## src/rtl/cp0_unit_pkg.sv

```systemverilog
// Shared CP0 definitions: operation codes, register indices,
// STATUS bit positions and the responder FSM encoding.
package cp0_unit_pkg;

  localparam logic [1:0] CP_NONE  = 2'b00;
  localparam logic [1:0] CP_STORE = 2'b01;
  localparam logic [1:0] CP_ERET  = 2'b10;

  localparam logic [4:0] CP0_STATUS = 5'd12;
  localparam logic [4:0] CP0_CAUSE  = 5'd13;
  localparam logic [4:0] CP0_EPC    = 5'd14;

  localparam int ST_IE  = 0;
  localparam int ST_EXL = 1;
  localparam int ST_IM  = 8;

  typedef enum logic [1:0] {
    S_IDLE   = 2'b00,
    S_JUMP   = 2'b01,
    S_SETTLE = 2'b10
  } cp0_state_t;

endpackage

```

## src/rtl/cp0_irq_latch.sv

```systemverilog
// Per-line rising-edge detect feeding sticky pending bits.
// A new edge wins over a same-cycle write-1-to-clear.
module cp0_irq_latch #(
  parameter int IRQ_WIDTH = 4
) (
  input  logic                 clk,
  input  logic                 rst,
  input  logic [IRQ_WIDTH-1:0] ir,
  input  logic [IRQ_WIDTH-1:0] clr,
  output logic [IRQ_WIDTH-1:0] ip
);

  logic [IRQ_WIDTH-1:0] ir_q;

  always_ff @(posedge clk or posedge rst) begin
    if (rst) begin
      ir_q <= '0;
      ip   <= '0;
    end else begin
      ir_q <= ir;
      ip   <= (ip & ~clr) | (ir & ~ir_q);
    end
  end

endmodule

```

## src/rtl/cp0_unit.sv

```systemverilog
// Coprocessor-0 responder: STATUS/CAUSE/EPC, interrupt take
// and ERET, driving a one-cycle pipeline redirect.
module cp0_unit
  import cp0_unit_pkg::*;
#(
  parameter int          IRQ_WIDTH  = 4,
  parameter logic [31:0] INT_VECTOR = 32'h0000_0008
) (
  input  logic                 clk,
  input  logic                 rst,
  input  logic [1:0]           oper,
  input  logic                 inst_valid,
  input  logic                 en,
  input  logic [31:0]          ret_addr,
  input  logic [4:0]           addr_r,
  output logic [31:0]          data_r,
  input  logic [4:0]           addr_w,
  input  logic [31:0]          data_w,
  input  logic [IRQ_WIDTH-1:0] ir,
  output logic                 jump_en,
  output logic [31:0]          jump_addr,
  output logic                 exl
);

  cp0_state_t state, state_n;

  logic                 ie;
  logic                 exl_q;
  logic [IRQ_WIDTH-1:0] im;
  logic [IRQ_WIDTH-1:0] ip;
  logic [IRQ_WIDTH-1:0] clr;
  logic [31:0]          epc;

  logic act, fire;
  logic is_st, is_er;
  logic take, eret, store;
  logic unused_bits;

  assign act  = inst_valid & en;
  assign fire = ie & ~exl_q & (|(ip & im)) & act;

  always_comb begin
    is_st = 1'b0;
    is_er = 1'b0;
    unique case (oper)
      CP_STORE: is_st = 1'b1;
      CP_ERET:  is_er = 1'b1;
      CP_NONE:  ;
      default:  ;
    endcase
  end

  // Only S_IDLE makes decisions; the other states drain the wrong path
  always_comb begin
    state_n = state;
    take    = 1'b0;
    eret    = 1'b0;
    store   = 1'b0;
    unique case (state)
      S_IDLE: begin
        if (fire) begin
          take    = 1'b1;
          state_n = S_JUMP;
        end else if (is_er & act) begin
          eret    = 1'b1;
          state_n = S_JUMP;
        end else if (is_st & act) begin
          store = 1'b1;
        end
      end
      S_JUMP:   state_n = S_SETTLE;
      S_SETTLE: state_n = S_IDLE;
      default:  state_n = S_IDLE;
    endcase
  end

  always_ff @(posedge clk or posedge rst) begin
    if (rst) state <= S_IDLE;
    else     state <= state_n;
  end

  assign clr = (store && addr_w == CP0_CAUSE)
             ? data_w[ST_IM +: IRQ_WIDTH] : '0;

  cp0_irq_latch #(
    .IRQ_WIDTH (IRQ_WIDTH)
  ) u_irq (
    .clk (clk),
    .rst (rst),
    .ir  (ir),
    .clr (clr),
    .ip  (ip)
  );

  always_ff @(posedge clk or posedge rst) begin
    if (rst) begin
      ie        <= 1'b0;
      exl_q     <= 1'b0;
      im        <= '0;
      epc       <= '0;
      jump_addr <= '0;
    end else if (take) begin
      epc       <= ret_addr;
      exl_q     <= 1'b1;
      jump_addr <= INT_VECTOR;
    end else if (eret) begin
      exl_q     <= 1'b0;
      jump_addr <= epc;
    end else if (store) begin
      if (addr_w == CP0_STATUS) begin
        ie    <= data_w[ST_IE];
        exl_q <= data_w[ST_EXL];
        im    <= data_w[ST_IM +: IRQ_WIDTH];
      end
      if (addr_w == CP0_EPC) epc <= data_w;
    end
  end

  assign jump_en = (state == S_JUMP);
  assign exl     = exl_q;

  always_comb begin
    data_r = '0;
    unique case (1'b1)
      (addr_r == CP0_STATUS): begin
        data_r[ST_IE]              = ie;
        data_r[ST_EXL]             = exl_q;
        data_r[ST_IM +: IRQ_WIDTH] = im;
      end
      (addr_r == CP0_CAUSE):
        data_r[ST_IM +: IRQ_WIDTH] = ip;
      (addr_r == CP0_EPC):
        data_r = epc;
      default: ;
    endcase
  end

  assign unused_bits = &{1'b0, data_w};

endmodule

```

## config.mk

```make
export PLATFORM = sky130hd
export DESIGN_NAME = cp0_unit
export DESIGN_NICKNAME = d
export VERILOG_FILES = /design/src/rtl/cp0_unit_pkg.sv /design/src/rtl/cp0_irq_latch.sv /design/src/rtl/cp0_unit.sv
export SDC_FILE = /design/constraint.sdc
export NUM_CORES = 1
export LEC_CHECK = 0
export BUFFER_PORTS_ARGS = -buffer_cell sky130_fd_sc_hd__buf_2
export CAP_MARGIN = 20
export CORE_UTILIZATION = 53
export DETAILED_ROUTE_END_ITERATION = 10
export GPL_TIMING_DRIVEN = 0
export PLACE_DENSITY = 0.9
export SYNTH_ARGS = -nofsm -noshare
export SYNTH_HDL_FRONTEND = slang
export SYNTH_SLANG_ARGS = --single-unit
```

## constraint.sdc

```tcl
create_clock -name clk -period 4.3 [get_ports clk]
set_input_delay 0.43 -clock clk [delete_from_list [all_inputs] [get_ports clk]]
set_output_delay 0.43 -clock clk [all_outputs]
set_load 0.02 [all_outputs]
```

==> reports/results.tsv <==
metric	value	unit
synth_seq_cells	80	
top_layer_used	met4	
vias_per_cell	5.56	
setup_slack	1.53	ns
setup_viol	0	
fillers	572	
crit_start	addr_r[0]	
avgSynthCellArea	9.77	um2
antenna_found_initial	0	
hold_buffers	0	
final-max-slew-violation-count	0	
gp_congestion	0.806	
grt_pass1_vias	3550	
rsz0062_at_grt	false	
synth-async-reset-ratio	100	%
die_w	87.3	um
cts_setup_buffers	0	
cts.sinks	80	
root_buffer	clkbuf_8	
cts_buffers	9	
irDropWorstVdd	0.000244	V
hold_class	input pin to async pin	
fin_nets	639	
fmax	361	MHz
post-route-period-util	64.5	%
syn_inst	395	
syn_area	3860	um2
area_growth	27.6	%
max_cap_viol_count	0	
clk_pin_slew	0.09	ns
crit_arrival	2.34	ns
drt_iter0_markers	163	
pre_cts_ws	1.53	ns
cp-end-kind	primary output	
top_level_ports	150	
wl_met2	5.70	mm
cp_cell_sequence	clkbuf_1 -> nor4b_1 -> clkbuf_1 -> nand2_1 -> o21ai_0 -> buf_2	
cts_tree	yes	
synth_enable_flop_cells	0	
critical_path.top_delay_family	simple AND/OR/NAND/NOR gates	
grt_usage	31.1	%
gr-total-overflow	0	
final_hold_viol_count	0	
max-slew-margin-rel	38.5	%
r2r-start	state[0]	
worst_slew_pin_slew	0.910	ns
synth_top_area_cell	dfrtp_1	
status	finished clean	
cts_max_level	3	
core	6910	um2
grt_max_degree	42	
fin_crit	2.77	ns
crit_required	3.87	ns
setup_tns	0	ns
power_leakage	0.00235	uW
drc	0	
drtAntennaViolNets	0	
power_per_cell_area	506	nW/um2
layout-drive-gt1-share	32.9	%
crit_path_frequent_cell	clkbuf_1	
numPortBuffers	148	
ys_types	35	
row_count	30	
syn_nets	479	
synthTopCellsByArea	dfrtp_1, mux2i_1, nand2_1	
path_max_fanout	10	
die_area	7630	um2
diodes	0	
met1_length	4.49	mm
vias	3647	
yosysWarnings	0	
synth_top_area_share	51.9	%
yosysSeqAreaShare	51.9	%
worst_skew_pair.late_latency	0.36	ns
firstDrtPassIters	4	
max_stage_delay	0.83	ns
fp.dieH	87.3	um
worstPathBufferInverterCount	3	
synth_ff_type	dfrtp_1	
worstSetupPathType	input pin to primary output	
wl_per_cell	17.2	um
clock_skew	0.0106	ns
crit_slowest_cell	nor4b_1	
hpwl	8.52	mm
wl	11.3	mm
r2r_slack	2.15	ns
cts_max_path_buffers	2	
grt_pass1_wl	17.7	mm
wl_met3	883	um
initial_core_util	55.9	%
cts_resized	0	
critPathLaunchType	input pin	
routing by layer:
| metal | up-vias | global-route usage [%] |
|---|---|---|
| met4 | 0 | 12.7 |
| met1 | 1754 | 37.7 |
| met2 | 182 | 53.3 |
| li1 | 1689 | - |
| met5 | - | 0 |
| met3 | 22 | 7.58 |
power breakdown:
group	total [uW]	internal (uW)	switching, uW
sequential	1220	1010	204
combinational	763	283	480
clock	513	214	299
total	2490	1510	983
final timing paths:
kind                                 endpoint  depth (start not counted)
worst min register to register       state[1]                          1
worst max register to register   jump_addr[8]                          5
max in group asynchronous         u_irq.ip[0]                          3
min in group clk                u_irq.ir_q[2]                          1
worst max-delay path                data_r[8]                          6
worst min-delay path            jump_addr[17]                          2
kinds of logic (layout without fill, tap and decap cells):
| kind of cell | count (synthesis) | in the layout | share of synthesized area, % |
|---|---|---|---|
| AND/OR/NAND/NOR | 151 | 151 | 19.8 |
| flip-flops | 80 | 80 | 51.9 |
| buffers and inverters | 36 | 201 | 4.44 |
| multiplexers | 42 | 42 | 10.9 |
| AO/OA/AOI/OAI | 86 | 86 | 13.0 |
cell type report:
type / count / area (um2) / share of cell area (%)
tap: 96 / 120 / 2.44
buffer: 27 / 138 / 2.80
multi-input combinational: 279 / 1690 / 34.2
sequential: 80 / 2000 / 40.7
clock buffer: 9 / 124 / 2.52
timing repair buffer: 149 / 761 / 15.5
clock inverter: 7 / 57.6 / 1.17
inverter: 9 / 36.3 / 0.737
cells in the final DEF, fill, tap and decap left out, drive strengths merged, types with 4 or more instances in the layout:
cell / n
buf: 156
dfrtp: 80
o21ai: 69
nand2: 66
mux2i: 41
nand3: 31
clkbuf: 29
and2: 26
inv: 10
nor2: 9
nor2b: 7
a21oi: 5
a22o: 4
a221o: 4
synthesized netlist by cell type, types with 3 or more instances:
library cell	instances
o21ai_1	27
mux2i_1	41
buf_2	3
and2_1	26
a221o_1	4
nor2_1	9
buf_6	4
nand3_1	31
a22o_1	4
clkbuf_1	18
a21oi_1	5
nor2b_1	7
o21ai_2	3
dfrtp_1	80
o21ai_0	39
nand2_1	66
inv_1	9
through the flow:
step                      hold WS (ns)  total power, uW  instances  utilization, %  instance area [um2]
after floorplan                  0.431             1650        395               -                 3860
after global placement           0.448             1930        639            68.3                 4720
after detailed placement         0.464             1990        640            68.7                 4740
after CTS                        0.115             2490        656            71.3                 4920
after global routing             0.146             2630        656            71.3                 4920
final                           0.0989             2490        656            71.3                 4920
sequential cells by signal (all words and copies together) (netlist names):
name / count
u_irq.ir_q: 4
im: 4
u_irq.ip: 4
ie: 1
exl: 1
epc: 32
jump_addr: 32
state: 2
No activity file was read; power rests on OpenSTA's default activity.
